===== config.mk =====
export PLATFORM = sky130hd
export DESIGN_NAME = alu_seq_flat
export DESIGN_NICKNAME = d
export VERILOG_FILES = /design/src/rtl/alu_seq_if.sv /design/src/rtl/alu_seq.sv /design/src/flat_wrapper.sv
export SDC_FILE = /design/constraint.sdc
export NUM_CORES = 1
export LEC_CHECK = 0
export BUFFER_PORTS_ARGS = -buffer_cell sky130_fd_sc_hd__buf_2
export CORE_MARGIN = 4
export CORE_UTILIZATION = 60
export DETAILED_ROUTE_END_ITERATION = 6
export GPL_TIMING_DRIVEN = 0
export PLACE_DENSITY_LB_ADDON = 0.2
export SYNTH_ARGS = -nofsm -noshare
export SYNTH_HDL_FRONTEND = slang
export SYNTH_SLANG_ARGS = --single-unit

===== constraint.sdc =====
create_clock -name clk -period 3 [get_ports clk]
set_clock_uncertainty 0.05 [all_clocks]
set_input_delay 0 -clock clk [delete_from_list [all_inputs] [get_ports clk]]
set_output_delay 0 -clock clk [all_outputs]
set_load 0.02 [all_outputs]

===== src/rtl/alu_seq_if.sv =====
// Operand/opcode request and result/flag response channels of alu_seq.
// Each direction has its own valid/ready handshake.
interface alu_seq_if #(parameter int WIDTH = 8);
  logic             in_valid;
  logic             in_ready;
  logic [WIDTH-1:0] a;
  logic [WIDTH-1:0] b;
  logic [3:0]       op;
  logic             out_valid;
  logic             out_ready;
  logic [WIDTH-1:0] result;
  logic             carry;
  logic             zero;
  logic             div_by_zero;

  modport master (
    output in_valid, a, b, op, out_ready,
    input  in_ready, out_valid, result, carry, zero, div_by_zero
  );

  modport slave (
    input  in_valid, a, b, op, out_ready,
    output in_ready, out_valid, result, carry, zero, div_by_zero
  );
endinterface


===== src/rtl/alu_seq.sv =====
// Registered ALU with valid/ready handshakes on both sides. MUL (shift-add)
// and DIV (restoring) take WIDTH iterations; all other ops finish in one cycle.
module alu_seq #(
  parameter int WIDTH = 8
) (
  input  logic      clk,
  input  logic      rst_n,
  alu_seq_if.slave  bus
);
  localparam int CW = (WIDTH > 2) ? $clog2(WIDTH) : 1;
  localparam logic [3:0] OP_ADD = 4'b0000, OP_SUB = 4'b0001, OP_MUL = 4'b0010,
                         OP_DIV = 4'b0011, OP_AND = 4'b1000, OP_OR  = 4'b1001,
                         OP_XOR = 4'b1010;

  typedef enum logic [1:0] {IDLE, EXEC, DONE} state_t;

  state_t             state;
  logic [CW-1:0]      cnt;
  logic               is_mul;
  logic [WIDTH-1:0]   opnd;       // multiplicand or divisor
  logic [2*WIDTH-1:0] acc;        // {partial product, multiplier} or {remainder, quotient}
  logic               in_ready_q, out_valid_q, carry_q, zero_q, dbz_q;
  logic [WIDTH-1:0]   result_q;

  // One shift-add / restoring-divide step on the current accumulator.
  logic [WIDTH:0]       mul_sum;
  logic [WIDTH:0]       div_sh;
  logic                 div_ge;
  logic [WIDTH-1:0]     div_diff;
  logic [2*WIDTH-1:0]   exec_nxt;

  always_comb begin
    mul_sum  = {1'b0, acc[2*WIDTH-1:WIDTH]} + (acc[0] ? {1'b0, opnd} : '0);
    div_sh   = acc[2*WIDTH-1:WIDTH-1];
    div_ge   = div_sh >= {1'b0, opnd};
    div_diff = div_sh[WIDTH-1:0] - opnd;
    if (is_mul) exec_nxt = {mul_sum, acc[WIDTH-1:1]};
    else        exec_nxt = {(div_ge ? div_diff : div_sh[WIDTH-1:0]), acc[WIDTH-2:0], div_ge};
  end

  // Single-cycle results, evaluated on the live inputs at accept time.
  logic [WIDTH:0]   sc_sum;
  logic [WIDTH-1:0] sc_res;
  logic             sc_carry, sc_dbz, go_exec;

  always_comb begin
    sc_sum   = {1'b0, bus.a} + {1'b0, bus.b};
    sc_res   = sc_sum[WIDTH-1:0];
    sc_carry = sc_sum[WIDTH];
    sc_dbz   = 1'b0;
    go_exec  = 1'b0;
    case (bus.op)
      OP_SUB: begin sc_res = bus.a - bus.b; sc_carry = bus.a < bus.b; end
      OP_MUL: go_exec = 1'b1;
      OP_DIV: begin
        sc_res   = '1;
        sc_carry = 1'b0;
        sc_dbz   = (bus.b == '0);
        go_exec  = (bus.b != '0);
      end
      OP_AND: begin sc_res = bus.a & bus.b; sc_carry = 1'b0; end
      OP_OR:  begin sc_res = bus.a | bus.b; sc_carry = 1'b0; end
      OP_XOR: begin sc_res = bus.a ^ bus.b; sc_carry = 1'b0; end
      default: ;
    endcase
  end

  always_ff @(posedge clk or negedge rst_n) begin
    if (!rst_n) begin
      state       <= IDLE;
      cnt         <= '0;
      is_mul      <= 1'b0;
      opnd        <= '0;
      acc         <= '0;
      in_ready_q  <= 1'b1;
      out_valid_q <= 1'b0;
      result_q    <= '0;
      carry_q     <= 1'b0;
      zero_q      <= 1'b0;
      dbz_q       <= 1'b0;
    end else begin
      case (state)
        IDLE: if (bus.in_valid) begin
          in_ready_q <= 1'b0;
          if (go_exec) begin
            state  <= EXEC;
            cnt    <= CW'(WIDTH - 1);
            is_mul <= (bus.op == OP_MUL);
            opnd   <= bus.b;
            acc    <= {{WIDTH{1'b0}}, bus.a};
          end else begin
            state       <= DONE;
            out_valid_q <= 1'b1;
            result_q    <= sc_res;
            carry_q     <= sc_carry;
            zero_q      <= (sc_res == '0);
            dbz_q       <= sc_dbz;
          end
        end
        EXEC: begin
          acc <= exec_nxt;
          cnt <= cnt - 1'b1;
          if (cnt == '0) begin
            state       <= DONE;
            out_valid_q <= 1'b1;
            result_q    <= exec_nxt[WIDTH-1:0];
            carry_q     <= is_mul & (|exec_nxt[2*WIDTH-1:WIDTH]);
            zero_q      <= (exec_nxt[WIDTH-1:0] == '0);
            dbz_q       <= 1'b0;
          end
        end
        DONE: if (bus.out_ready) begin
          state       <= IDLE;
          out_valid_q <= 1'b0;
          in_ready_q  <= 1'b1;
        end
        default: state <= IDLE;
      endcase
    end
  end

  assign bus.in_ready    = in_ready_q;
  assign bus.out_valid   = out_valid_q;
  assign bus.result      = result_q;
  assign bus.carry       = carry_q;
  assign bus.zero        = zero_q;
  assign bus.div_by_zero = dbz_q;
endmodule


===== src/flat_wrapper.sv =====
// flat-port wrapper written by rule: the top's interface ports become plain ports
module alu_seq_flat 
#(
  parameter int WIDTH = 8
)
  (clk, rst_n, bus_in_valid, bus_a, bus_b, bus_op, bus_out_ready, bus_in_ready, bus_out_valid, bus_result, bus_carry, bus_zero, bus_div_by_zero);
  alu_seq_if #(.WIDTH(WIDTH)) bus_i ();
  input  logic clk;
  input  logic rst_n;
  input wire logic [$bits(bus_i.in_valid)-1:0] bus_in_valid;
  input wire logic [$bits(bus_i.a)-1:0] bus_a;
  input wire logic [$bits(bus_i.b)-1:0] bus_b;
  input wire logic [$bits(bus_i.op)-1:0] bus_op;
  input wire logic [$bits(bus_i.out_ready)-1:0] bus_out_ready;
  output wire logic [$bits(bus_i.in_ready)-1:0] bus_in_ready;
  output wire logic [$bits(bus_i.out_valid)-1:0] bus_out_valid;
  output wire logic [$bits(bus_i.result)-1:0] bus_result;
  output wire logic [$bits(bus_i.carry)-1:0] bus_carry;
  output wire logic [$bits(bus_i.zero)-1:0] bus_zero;
  output wire logic [$bits(bus_i.div_by_zero)-1:0] bus_div_by_zero;
  assign bus_i.in_valid = bus_in_valid;
  assign bus_i.a = bus_a;
  assign bus_i.b = bus_b;
  assign bus_i.op = bus_op;
  assign bus_i.out_ready = bus_out_ready;
  assign bus_in_ready = bus_i.in_ready;
  assign bus_out_valid = bus_i.out_valid;
  assign bus_result = bus_i.result;
  assign bus_carry = bus_i.carry;
  assign bus_zero = bus_i.zero;
  assign bus_div_by_zero = bus_i.div_by_zero;
  alu_seq #(.WIDTH(WIDTH)) u_core (.clk(clk), .rst_n(rst_n), .bus(bus_i));
endmodule

==> out/results.ini <==
[sta]
max-slew-margin-rel_pct = 36.4
finalSetupViolCount = 0
hold_viol = 0
worst_pin_slew_ns = 0.946
finalCritPeriodShare_pct = 96.2
slew_violations = 0
min_period_ns = 2.89
setup_tns_ns = 0
fmaxAchievable_mhz = 346
rsz0062_at_grt = no

[synth]
ys_warn_count = 0
yosysSeqAreaShare_pct = 27.3
async_reset_ff_share_pct = 100
syn_inst = 492
synth_edf_count = 0
ys.flop_type = dfrtp_1
ys_ff_latch = 43
synth_nets = 562
avgSynthCellArea_um2 = 8.01
ys_types = 58
synth_area_um2 = 3940

[cells_and_area]
fin_nets = 614
drive_above_1_share_pct = 12.3
seqCellArea_um2 = 1080
synthToLayoutAreaGrowth_pct = 13.0
utilization_pct = 70.1
num-fill-cells = 529
multiInputGateArea_um2 = 2600
antenna_cells = 0

[die]
die_w_um = 89.1
dieArea_um2 = 7930
coreArea_um2 = 6350
initial_core_util_pct = 62.1
rows = 29
dieHeight_um = 89.1
ios = 37

[detailed_routing]
drc = 0
antenna_left = 0
wl_mm = 11.0
vias_per_cell = 6.18
drt_iter0_drc = 280
wl_per_cell_um = 17.6
drtPass1Iterations = 5
via_count = 3846

[critical_path]
r2r_end = u_core.bus.carry$_DFFE_PN0P_
path_class = in2reg
rrSetupSlack_ns = 0.17
crit_fanout = 9
rr_startpoint = u_core.acc[0]$_DFFE_PN0P_
critical_path_required_ns = 3.12
crit_arrival_ns = 3.01
reg2reg_depth = 12
cp-end-kind = register
crit_path_start_kind = primary input

[place]
dp_hpwl_mm = 8.65
gp_congestion = 0.953
numPortBuffers = 35

[cts]
clk_latency_ns = 0.30
cts_tree = yes
cts_made_buffers = 5
htree_levels = 2
path_clk_slew_ns = 0.09
cts.sinks = 43
cts-root-buf = clkbuf_8
clockBufferDepth = 2

[status]
outcome = finished clean

[hold_path]
hold_end = u_core.acc[6]$_DFFE_PN0P_
hp-start = bus_a[6]
hp-class = in2reg
worstHoldPathCells = 3

[global_route]
grt_overflow = 0
antenna_found_initial = 0
track_usage_pct = 28.7
grt_max_degree = 44
grt_pass1_wl_mm = 17.5
grt_pass1_vias = 3773

[pwr]
irDropWorstVdd_v = 0.000519
leakagePower_uw = 0.00211
powerDensity_nw_per_um2 = 780

[flow_run]
max_cap_violations = 0

sequential cells by signal, summed over array words and instances (netlist names):
| name | count |
|---|---|
| u_core.acc | 16 |
| u_core.bus.carry | 1 |
| u_core.bus.div_by_zero | 1 |
| u_core.bus.in_ready | 1 |
| u_core.bus.out_valid | 1 |
| u_core.bus.result | 8 |
| u_core.bus.zero | 1 |
| u_core.cnt | 3 |
| u_core.is_mul | 1 |
| u_core.opnd | 8 |
| u_core.state | 2 |
worst max-delay path by stage:
stage	start	endpoint	cells after the start
CTS	bus_b[1]	u_core.bus.zero$_DFFE_PN0P_	11
detailed placement	u_core.acc[0]$_DFFE_PN0P_	u_core.bus.carry$_DFFE_PN0P_	12
global route	bus_b[3]	u_core.bus.zero$_DFFE_PN0P_	12
floorplan	u_core.acc[0]$_DFFE_PN0P_	u_core.bus.carry$_DFFE_PN0P_	12
global placement	bus_op[3]	u_core.bus.zero$_DFFE_PN0P_	9
finish	bus_b[3]	u_core.bus.carry$_DFFE_PN0P_	12
routing by layer:
layer,routed length (µm),part of all wire [%],track usage [%],up-vias
met2,5410,49,50.9,159
met5,0,0,0,-
met4,401,3.7,13.1,0
li1,-,-,-,1855
met1,4470,41,34.3,1794
met3,674,6.2,3.96,38
report_power, final:
group	internal, µW	switching (µW)	leakage (µW)
registers	814	178	0.000530
logic	844	1180	0.00152
clock network	248	207	0.0000581
Yosys cell counts (all sizes together), types with 6 or more instances:
cell type / instances / area share [%]
o22ai: 8 / 1.3
nor4: 7 / 1.1
nor2: 35 / 3.3
clkbuf: 19 / 1.8
and2: 8 / 1.3
a21o: 7 / 1.3
nand2b: 8 / 1.3
nor3: 8 / 1.0
inv: 47 / 4.5
mux2: 7 / 2.0
nor2b: 12 / 1.9
a21oi: 30 / 3.8
o21ai: 51 / 6.5
a22oi: 6 / 1.1
mux2i: 9 / 2.3
xnor2: 6 / 1.3
nand3: 11 / 1.4
dfrtp: 42 / 27
nand2: 50 / 4.8
ha: 42 / 13
stage by stage:
| stage | std cells | setup slack (ns) | area (µm²) | hold slack (ns) | power, µW |
|---|---|---|---|---|---|
| 2_1_floorplan | 492 | 0.549 | 3940 | -0.346 | 2450 |
| 3_3_place_gp | 604 | 0.237 | 4210 | 0.143 | 2900 |
| 3_5_place_dp | 604 | 0.189 | 4210 | 0.144 | 2970 |
| 4_1_cts | 623 | 0.0104 | 4440 | 0.00230 | 3440 |
| 5_1_grt | 622 | 0.00159 | 4450 | 0.0254 | 3760 |
| 6_report | 622 | 0.113 | 4450 | 0.00750 | 3470 |
kinds of logic after synthesis:
| logic type | synth area share (%) |
|---|---|
| simple gates | 19.3 |
| compound gates | 24.6 |
| buf+inv | 7.20 |
| fa+ha+maj | 15.4 |
| flops | 27.3 |
| mux | 4.28 |
| xor+xnor | 2.00 |
repair_timing:
| item | in CTS | in global routing |
|---|---|---|
| hold endpoints to repair | 54 | 0 |
| resized for setup | 0 | 4 |
| endpoints found under the setup margin | 0 | 10 |
| hold buffers | 11 | 0 |
| setup buffers | 0 | 0 |
cell type report:
| type | count | area share, % |
|---|---|---|
| multi-input combinational | 378 | 58.4 |
| sequential | 43 | 24.2 |
| timing repair buffer | 46 | 6.40 |
| inverter | 47 | 3.96 |
| buffer | 23 | 2.33 |
| tap | 77 | 2.16 |
| clock buffer | 5 | 1.54 |
| clock inverter | 3 | 0.983 |
placed cells by master (no fill, tap or decap), types with 9 or more instances in the layout:
master         instances
buf_2                 37
nor2b_1               12
inv_1                 47
clkbuf_1              18
dlygate4sd3_1         11
nand2_1               50
mux2i_1                9
nand3_1               11
o21ai_0               49
ha_1                  42
dfrtp_1               42
a21oi_1               29
nor2_1                35
worst max-delay path, stage by stage:
cell	delay (ns)
dlygate4sd3_1	0.52
buf_2	0.15
inv_1	0.07
ha_1	0.29
clkbuf_1	0.20
o311ai_0	0.79
a221o_1	0.32
nand2_1	0.06
o21ai_0	0.08
nor4_1	0.07
nor3_1	0.35
a21oi_1	0.11
Note: power is estimated with default switching activity, not from simulation.
